<file path="config.mk">
export PLATFORM = sky130hd
export DESIGN_NAME = window_stddev
export DESIGN_NICKNAME = d
export VERILOG_FILES = /design/src/rtl/window_stats_pkg.sv /design/src/rtl/isqrt_seq.sv /design/src/rtl/window_stddev.sv
export SDC_FILE = /design/constraint.sdc
export NUM_CORES = 2
export LEC_CHECK = 0
export ABC_AREA = 1
export CORE_MARGIN = 1
export CORE_UTILIZATION = 65
export DETAILED_ROUTE_END_ITERATION = 8
export PLACE_DENSITY = 0.89
export SYNTH_ARGS = -nofsm -noshare
export SYNTH_HDL_FRONTEND = slang
export SYNTH_SLANG_ARGS = --single-unit
</file>
<file path="constraint.sdc">
create_clock -name clk -period 10.2 [get_ports clk]
set_input_delay 1.02 -clock clk [delete_from_list [all_inputs] [get_ports clk]]
set_output_delay 1.02 -clock clk [all_outputs]
set_load 0.02 [all_outputs]
</file>
<file path="src/rtl/window_stats_pkg.sv">
// Shared types and default sizing for the window statistics blocks.
// Module parameters default to the values here; derived widths come from the helper.
package window_stats_pkg;

    typedef enum logic [1:0] {StIdle, StVar, StSqrt, StDone} state_t;

    localparam int unsigned WINDOW_HEIGHT_DEF = 24;
    localparam int unsigned WINDOW_WIDTH_DEF  = 24;
    localparam int unsigned W_SUM_DEF         = 28;
    localparam int unsigned W_SQSUM_DEF       = 36;
    localparam int unsigned W_VAR_DEF         = 46;
    localparam int unsigned W_STD_DEF         = 23;

    // Width that holds both N*sqsum and sum^2 without loss.
    function automatic int unsigned prod_width(input int unsigned n,
                                               input int unsigned w_sum,
                                               input int unsigned w_sqsum);
        int unsigned a;
        int unsigned b;
        a = w_sqsum + int'($clog2(n + 1));
        b = 2 * w_sum;
        return (a > b) ? a : b;
    endfunction

    localparam int unsigned N      = WINDOW_HEIGHT_DEF * WINDOW_WIDTH_DEF;
    localparam int unsigned W_PROD = prod_width(N, W_SUM_DEF, W_SQSUM_DEF);
    localparam int unsigned W_CNT  = $clog2(W_STD_DEF + 1);

endpackage

</file>
<file path="src/rtl/isqrt_seq.sv">
// Iterative integer square root, restoring bit-pair method, one root bit per cycle.
// start loads the radicand; done pulses for one cycle once root is final.
module isqrt_seq #(
    parameter int unsigned W_IN  = 46,
    parameter int unsigned W_OUT = 23,
    parameter int unsigned W_CNT = 5
) (
    input  logic             clk,
    input  logic             rst_n,
    input  logic             start,
    input  logic [W_IN-1:0]  rad,
    output logic             busy,
    output logic             done,
    output logic [W_OUT-1:0] root
);

    logic [W_IN-1:0]    rad_q;
    logic [W_OUT+1:0]   rem_q, rem_d, rem_sh, trial;
    logic [W_OUT-1:0]   root_q, root_d;
    logic [W_CNT-1:0]   cnt_q;
    logic               busy_q, done_q;

    always_comb begin
        rem_sh = (rem_q << 2) | {{W_OUT{1'b0}}, rad_q[W_IN-1 -: 2]};
        trial  = {root_q, 2'b01};
        rem_d  = rem_sh;
        root_d = root_q << 1;
        if (rem_sh >= trial) begin
            rem_d  = rem_sh - trial;
            root_d = (root_q << 1) | {{(W_OUT-1){1'b0}}, 1'b1};
        end
    end

    always_ff @(posedge clk or negedge rst_n) begin
        if (!rst_n) begin
            rad_q  <= '0;
            rem_q  <= '0;
            root_q <= '0;
            cnt_q  <= '0;
            busy_q <= 1'b0;
            done_q <= 1'b0;
        end else begin
            done_q <= 1'b0;
            if (start && !busy_q) begin
                rad_q  <= rad;
                rem_q  <= '0;
                root_q <= '0;
                cnt_q  <= W_CNT'(W_OUT);
                busy_q <= 1'b1;
            end else if (busy_q) begin
                rad_q  <= rad_q << 2;
                rem_q  <= rem_d;
                root_q <= root_d;
                cnt_q  <= cnt_q - 1'b1;
                if (cnt_q == W_CNT'(1)) begin
                    busy_q <= 1'b0;
                    done_q <= 1'b1;
                end
            end
        end
    end

    assign busy = busy_q;
    assign done = done_q;
    assign root = root_q;

endmodule

</file>
<file path="src/rtl/window_stddev.sv">
// Joins a window sum with its squared-window sum and returns floor(sqrt(N*sqsum - sum^2)),
// i.e. N*sigma, for scaling cascade feature thresholds.
module window_stddev
    import window_stats_pkg::*;
#(
    parameter int unsigned WINDOW_HEIGHT = WINDOW_HEIGHT_DEF,
    parameter int unsigned WINDOW_WIDTH  = WINDOW_WIDTH_DEF,
    parameter int unsigned W_SUM         = W_SUM_DEF,
    parameter int unsigned W_SQSUM       = W_SQSUM_DEF,
    parameter int unsigned W_VAR         = W_VAR_DEF,
    parameter int unsigned W_STD         = W_STD_DEF
) (
    input  logic               clk,
    input  logic               rst_n,
    input  logic               sum_valid,
    output logic               sum_ready,
    input  logic [W_SUM-1:0]   sum_data,
    input  logic               sqsum_valid,
    output logic               sqsum_ready,
    input  logic [W_SQSUM-1:0] sqsum_data,
    output logic               stddev_valid,
    input  logic               stddev_ready,
    output logic [W_STD-1:0]   stddev_data
);

    localparam int unsigned NPIX  = WINDOW_HEIGHT * WINDOW_WIDTH;
    localparam int unsigned WPROD = prod_width(NPIX, W_SUM, W_SQSUM);
    localparam int unsigned WCNT  = $clog2(W_STD + 1);
    localparam logic [W_VAR-1:0] VAR_MAX = '1;

    state_t             state_q;
    logic [W_SUM-1:0]   sum_q;
    logic [W_SQSUM-1:0] sqsum_q;
    logic [W_STD-1:0]   data_q;
    logic               valid_q;

    logic               accept;
    logic [WPROD-1:0]   prod_p, prod_s, diff;
    logic [W_VAR-1:0]   var_d;
    logic               sq_start, sq_busy, sq_done;
    logic [W_STD-1:0]   sq_root;

    // Both sides are consumed together; a lone valid never sees ready.
    assign accept      = (state_q == StIdle) && sum_valid && sqsum_valid && rst_n;
    assign sum_ready   = accept;
    assign sqsum_ready = accept;

    always_comb begin
        prod_p = WPROD'(NPIX) * WPROD'(sqsum_q);
        prod_s = WPROD'(sum_q) * WPROD'(sum_q);
        diff   = prod_p - prod_s;
        if (prod_s > prod_p) begin
            var_d = '0;
        end else if (|diff[WPROD-1:W_VAR]) begin
            var_d = VAR_MAX;
        end else begin
            var_d = diff[W_VAR-1:0];
        end
    end

    assign sq_start = (state_q == StVar) && !sq_busy;

    isqrt_seq #(
        .W_IN  (W_VAR),
        .W_OUT (W_STD),
        .W_CNT (WCNT)
    ) u_isqrt (
        .clk   (clk),
        .rst_n (rst_n),
        .start (sq_start),
        .rad   (var_d),
        .busy  (sq_busy),
        .done  (sq_done),
        .root  (sq_root)
    );

    always_ff @(posedge clk or negedge rst_n) begin
        if (!rst_n) begin
            state_q <= StIdle;
            sum_q   <= '0;
            sqsum_q <= '0;
            data_q  <= '0;
            valid_q <= 1'b0;
        end else begin
            unique case (state_q)
                StIdle: begin
                    if (accept) begin
                        sum_q   <= sum_data;
                        sqsum_q <= sqsum_data;
                        state_q <= StVar;
                    end
                end
                StVar:  state_q <= StSqrt;
                StSqrt: begin
                    if (sq_done) begin
                        data_q  <= sq_root;
                        valid_q <= 1'b1;
                        state_q <= StDone;
                    end
                end
                StDone: begin
                    if (stddev_ready) begin
                        valid_q <= 1'b0;
                        state_q <= StIdle;
                    end
                end
                default: state_q <= StIdle;
            endcase
        end
    end

    assign stddev_valid = valid_q;
    assign stddev_data  = data_q;

endmodule

</file>
* Word level (Yosys, flattened, before mapping)
Index checks and enable logic that the tools add are counted.
** Cells by class
- Add/subtract/negate cells :: 3
- $mul :: 2
- $lt $le $gt $ge :: 2
- Eq/ne operators :: 7
- Mux-type cells :: 25
- Bitwise logic cells :: 1
- Reduce and logical (&&, ||, !) cells :: 14
** Operators with widths (number)
- two-way mux 46 bit :: 4
- two-way mux 23 bit :: 5
- greater-than comparator 56 x 46 -> 1 bit :: 1
- multiplier 28 x 28 -> 56 bit :: 1
- subtractor 46 x 56 -> 56 bit :: 1
- multiplier 4 x 36 -> 40 bit, first input constant :: 1
- greater-or-equal comparator 25 bit :: 1
- OR 25 x 2 -> 25 bit :: 1
- subtractor 23 bit :: 1
- two-way mux 5 bit :: 2
- OR reduction 10 bit :: 1
- two-way mux 1 bit :: 9
- case mux 2 bit (4 select lines) :: 1
- two-way mux 2 bit :: 3
- AND reduction 3 bit :: 2
- equality test 5 x 1 -> 1 bit, second input constant :: 1
- logical AND 1 bit :: 5
- subtractor 5 x 1 -> 5 bit, second input constant :: 1
- equality test 2 bit, second input constant :: 2
- != test 2 bit, second input constant :: 2
- AND reduction 2 bit :: 2
- nonzero test 2 bit :: 2
- equality test 2 x 1 -> 1 bit, second input constant :: 1
- zero test 2 bit :: 1
- other kinds (3) :: 3
** Storage, ports and cells
- Flip-flop bits (word level) :: 189
- Input port bits :: 69
- Output and inout bits :: 26

* Longest topological paths before layout
- Word-level depth :: 6
- Gate-level depth with buffers :: 51
- Gate-level depth less buffers :: 48

* By module
From an unflattened synthesis, not the netlist that was laid out.
** Unflattened totals
- Cells, all modules :: 4977
- Area, all modules :: 38464.4 um2
** Modules (own cells, without submodules)
- window_stddev :: times used 1, cells an instance 4154, area each 32377.3 um2, seq. area each 2252.2 um2
- isqrt_seq :: times used 1, cells an instance 823, area each 6087.1 um2, seq. area each 2477.4 um2

* Worst setup path after synthesis
Ideal clock, no wire load.
- Path kind :: register to register
- From :: register sum_q[24]
- To :: register u_isqrt.rad_q[44]
- Library setup time :: 0.122 ns
- Arrival :: 8.122 ns
- Path slack :: 1.955 ns
- Stages on the path, launching flop included :: 47
- Path buffers :: 3
- Cells stage by stage :: dfrtp_1 clkbuf_1 buf_1 nand2_1 fa_1 inv_1 fa_1 fa_1 inv_1 fa_1 inv_1 fa_1 fa_1 inv_1 fa_1 inv_1 ha_1 nand2_1 [11 not listed] inv_1 nor2_1 nand2_1 inv_1 nand3_1 nand3_2 inv_1 nor2_4 nand2_2 nor2_4 inv_2 nand2_2 nand2_4 nor2_8 buf_6 nand4_1 nand2_1 a21oi_1
** On the way
- Word-level cells in the longest chain between the ends :: 6
- Elaborated cells between the ends (all ways) :: 7
- Those cells by class :: add/sub (1); mul (1); order compare (1); mux (3); reduce/logical (1)
** Ends and longest elaborated chain
- start, declared :: RTL line window_stddev.sv:32 : logic [W_SUM-1:0] sum_q;
- start signal, assigned :: RTL line window_stddev.sv:88 : sum_q <= sum_data;
- multiplier 28 x 28 -> 56 bit * :: RTL line window_stddev.sv:50 : prod_s = WPROD'(sum_q) * WPROD'(sum_q);
- subtractor 46 x 56 -> 56 bit :: RTL line window_stddev.sv:51 : diff = prod_p - prod_s;
- OR reduction 10 bit :: RTL line window_stddev.sv:54 : end else if (|diff[WPROD-1:W_VAR]) begin
- two-way mux 46 bit :: RTL line window_stddev.sv:54
- two-way mux 46 bit * :: RTL line window_stddev.sv:52 : if (prod_s > prod_p) begin
- two-way mux 46 bit * :: RTL line isqrt_seq.sv:44 : if (start && !busy_q) begin
- end signal, assigned :: RTL line isqrt_seq.sv:45 : rad_q <= rad;
- end signal, assigned :: RTL line isqrt_seq.sv:51 : rad_q <= rad_q << 2;
- end, declared :: RTL line isqrt_seq.sv:17 : logic [W_IN-1:0] rad_q;
Every way passes the cells marked *; elsewhere a longest branch is shown, timed or not.
A chain may end at the register's enable or synchronous reset.

* Worst setup path after layout
- From :: register sum_q[14]
- To :: register u_isqrt.rad_q[23]
The elaborated chain is that of the path after synthesis.

==> impl_results.md <==
- Status: completed
- Cell Area, Synth: about 37,000 µm²
- TritonCTS clock tree: done
- Leading cell type by number of instances after synthesis: inv_1
- H-tree levels: 4
- CP bufs+invs: 9
- Post-Syn Area per Cell: 7.861 µm²
- Hold WC Path Type: register to register
- Storage element area: approximately 4700 µm²
- Largest net degree at the start of global routing: 75
- Final cell count without fillers: 5,578
- Final Util: 0.7059
- Mapped Cells: ~4,800
- Worst-path maximum fanout: 25
- Commonest cells in the netlist: 1,232 x inv_1, 1,108 x nand2_1, 603 x fa_1
- Slew at the pin closest to its max-slew limit: roughly 0.87 ns
- Multi-input logic area: around 28,000 µm²
- Initial antenna violation count: 0
- Area grow syn2layout: 6.867%
- Worst Setup Path Type: register to register
- Max-cap violation count: 0
- Vias per cell: approximately 5.6
- Via count: ~32,000
- Placer Congestion: between 1 and 1.5
- Final setup TNS: 0 ns
- Syn nets: a little under 6,000
- Fill cells: roughly 4,200
- Clock transition at path regs: approximately 0.090 ns
- Crit path time final: a little under 10 ns
- Iter 0 DRT Violations: about 2,600
- Count of cell types in the netlist: 52
- Setup crit end kind: register
- Vias in the first global route: 33,398
- Initial DRT Pass Iterations: 6
- Clock root cell: clkbuf_16
- Gr usage total: 0.3701
- Yosys warns: 0
- Family with the most delay on the worst path: adder cells
- Max transition margin: 0.4190
- Worst setup SP type: register
- CP peak stage delay: roughly 0.91 ns
- Fraction of layout cells with a size suffix above 1: 0.05122
- Fin Clk Skew: approximately 0.025 ns
- Cts hold-fix bufs: 0
- Post-synth EDFFs: 0
- Fin nets: 5,835
- CP Data Required Time: about 11 ns
- Final ANT Viol Nets: 0
- Die Width: 242.1 µm
- Critical-path top delay cell: dfrtp_1
- Area leader, netlist: fa_1
- Async S/R FF share, synth: 1.000
- Number of instances in the placed design: 5,536
- Die area: around 60,000 µm²
- Cell mode on critical path: nand2_1
- IO Pins: 95
- Number of diodes: 0
- Final hold vios: 0
- Largest cells by area after synthesis: fa_1 32%, dfrtp_1 13%, inv_1 12%, ha_1 12%, nand2_1 11%
- Clock Tree Buf Depth: 2
- First-pass GRT wire length: around 170,000 µm
- DR WL/cell: roughly 19 µm
- Sequential share of the synthesized area: 0.1256
- Crit share post-route: 0.9482
- Area share of the largest cell type after synthesis: 0.3222
- Core region area: roughly 57,000 µm²
- Final setup violation count: 0
- Top FF cell, synth: dfrtp_1
- Slew Limit Fails: 0
- Total wire length: 103,600 µm
- Seq cells post-synth: ~190
- I/O Buffers: between 90 and 100
- RSZ-0062 raised after global routing: no
- DRC Markers: 0
- Initial Util: 0.6606
- WHS: 0.4924 ns
- CP arrival: slightly above 10 ns
- # rows: 87
- Max Freq: a little over 0.1 GHz
- TritonCTS Sinks: roughly 190
- HPWL Detailed: 85,330 µm
- CTS buffer count: 17
- Later-pin clock latency in the skew report: between 0.5 and 0.6 ns
- DIE HEIGHT: about 240 µm
- GRT Residual Overflow: 0
[state kept, by name, indices dropped and copies added, names as in the netlist]
name and count:
u_isqrt.rem_q 23, stddev_valid 1, state_q 2, sum_q 28, u_isqrt.busy 1, u_isqrt.rad_q 45
u_isqrt.done 1, u_isqrt.cnt_q 5, u_isqrt.root 23, sqsum_q 36, stddev_data 23
[worst register-to-register path: cells and delay by family (launching register included)]
kind | cells | cell delay [ns]
xor gates and xnor gates | 1 | 0.33
AOI/OAI and AO/OA | 4 | 0.90
DFF | 1 | 0.91
buffers and inverters | 9 | 1.13
adders and majority gates | 9 | 3.95
and+or+nand+nor | 18 | 2.33
[final cells by class]
| type | instances | area share |
|---|---|---|
| Inverter | 1254 | 0.1176 |
| Clock inverter | 15 | 0.005719 |
| Tap cell | 756 | 0.02363 |
| Clock buffer | 17 | 0.01063 |
| Multi-Input combinational cell | 3184 | 0.6869 |
| Timing Repair Buffer | 164 | 0.03766 |
| Sequential cell | 188 | 0.1179 |
[kinds of logic after synthesis]
group | share of synthesized area
flip-flops | 0.1256
buffers and inverters | 0.1411
adder cells (fa/ha/maj) | 0.4405
AO/OA/AOI/OAI | 0.07525
XOR/XNOR | 0.03460
multiplexers | 0.01353
AND/OR/NAND/NOR | 0.1695
[final timing paths]
check / startpoint / depth (start not counted) / endpoint / slack (ns)
setup / recovery: sum_q[14] / 41 / u_isqrt.rad_q[23] / 0.53
hold / removal: stddev_data[10] / 2 / stddev_data[10] / 0.49
setup reg to reg: sum_q[14] / 41 / u_isqrt.rad_q[23] / 0.53
hold reg to reg: stddev_data[10] / 2 / stddev_data[10] / 0.49
max in group asynchronous: rst_n / 3 / sqsum_q[34] / 7.58
min in group asynchronous: rst_n / 1 / sum_q[6] / 0.54
[routing by layer]
| layer | part of all wire | routed length [µm] | GRT usage | vias up |
|---|---|---|---|---|
| met1 | 0.38 | 39100 | 0.4570 | 15137 |
| met4 | 0.059 | 6072 | 0.2001 | 0 |
| met2 | 0.49 | 50320 | 0.6247 | 1572 |
| met5 | 0 | 0 | 0 | - |
| met3 | 0.079 | 8154 | 0.05905 | 413 |
| li1 | - | - | - | 14378 |
[layout by cell type (no fill, tap or decap), types with 18 or more instances in the layout]
cell	netlist	final
dfrtp_1	188	176
xnor2_1	66	66
xor2_1	82	82
a21oi_1	208	208
fa_1	603	603
ha_1	354	354
nor3_1	19	19
o21ai_0	146	146
nand4_1	69	69
nand2_1	1108	1108
o22ai_1	26	26
inv_2	21	21
a22oi_1	26	26
inv_1	1232	1232
buf_4	8	67
mux2_2	45	45
nor2_1	195	193
o21bai_1	18	18
clkdlybuf4s50_1	0	93
a31oi_1	27	26
nand3_1	75	75
[stage by stage]
stage / area (µm²) / setup WS (ns)
after CTS: 39910 / 0.08778
final: 40040 / 0.5287
after global routing: 40040 / 0.09101
after detailed placement: 39260 / 0.1564
after global placement: 39260 / 0.2338
after floorplan: 37460 / 1.955
[what timing repair did]
item,in CTS,in global routing
endpoints found under the setup margin,0,45
gates resized for setup,0,13
endpoints found under the hold margin,0,0
setup buffers,0,10
Power is not shown: default switching activity piles up to over one toggle a cycle in this logic, so the estimate is an artifact.
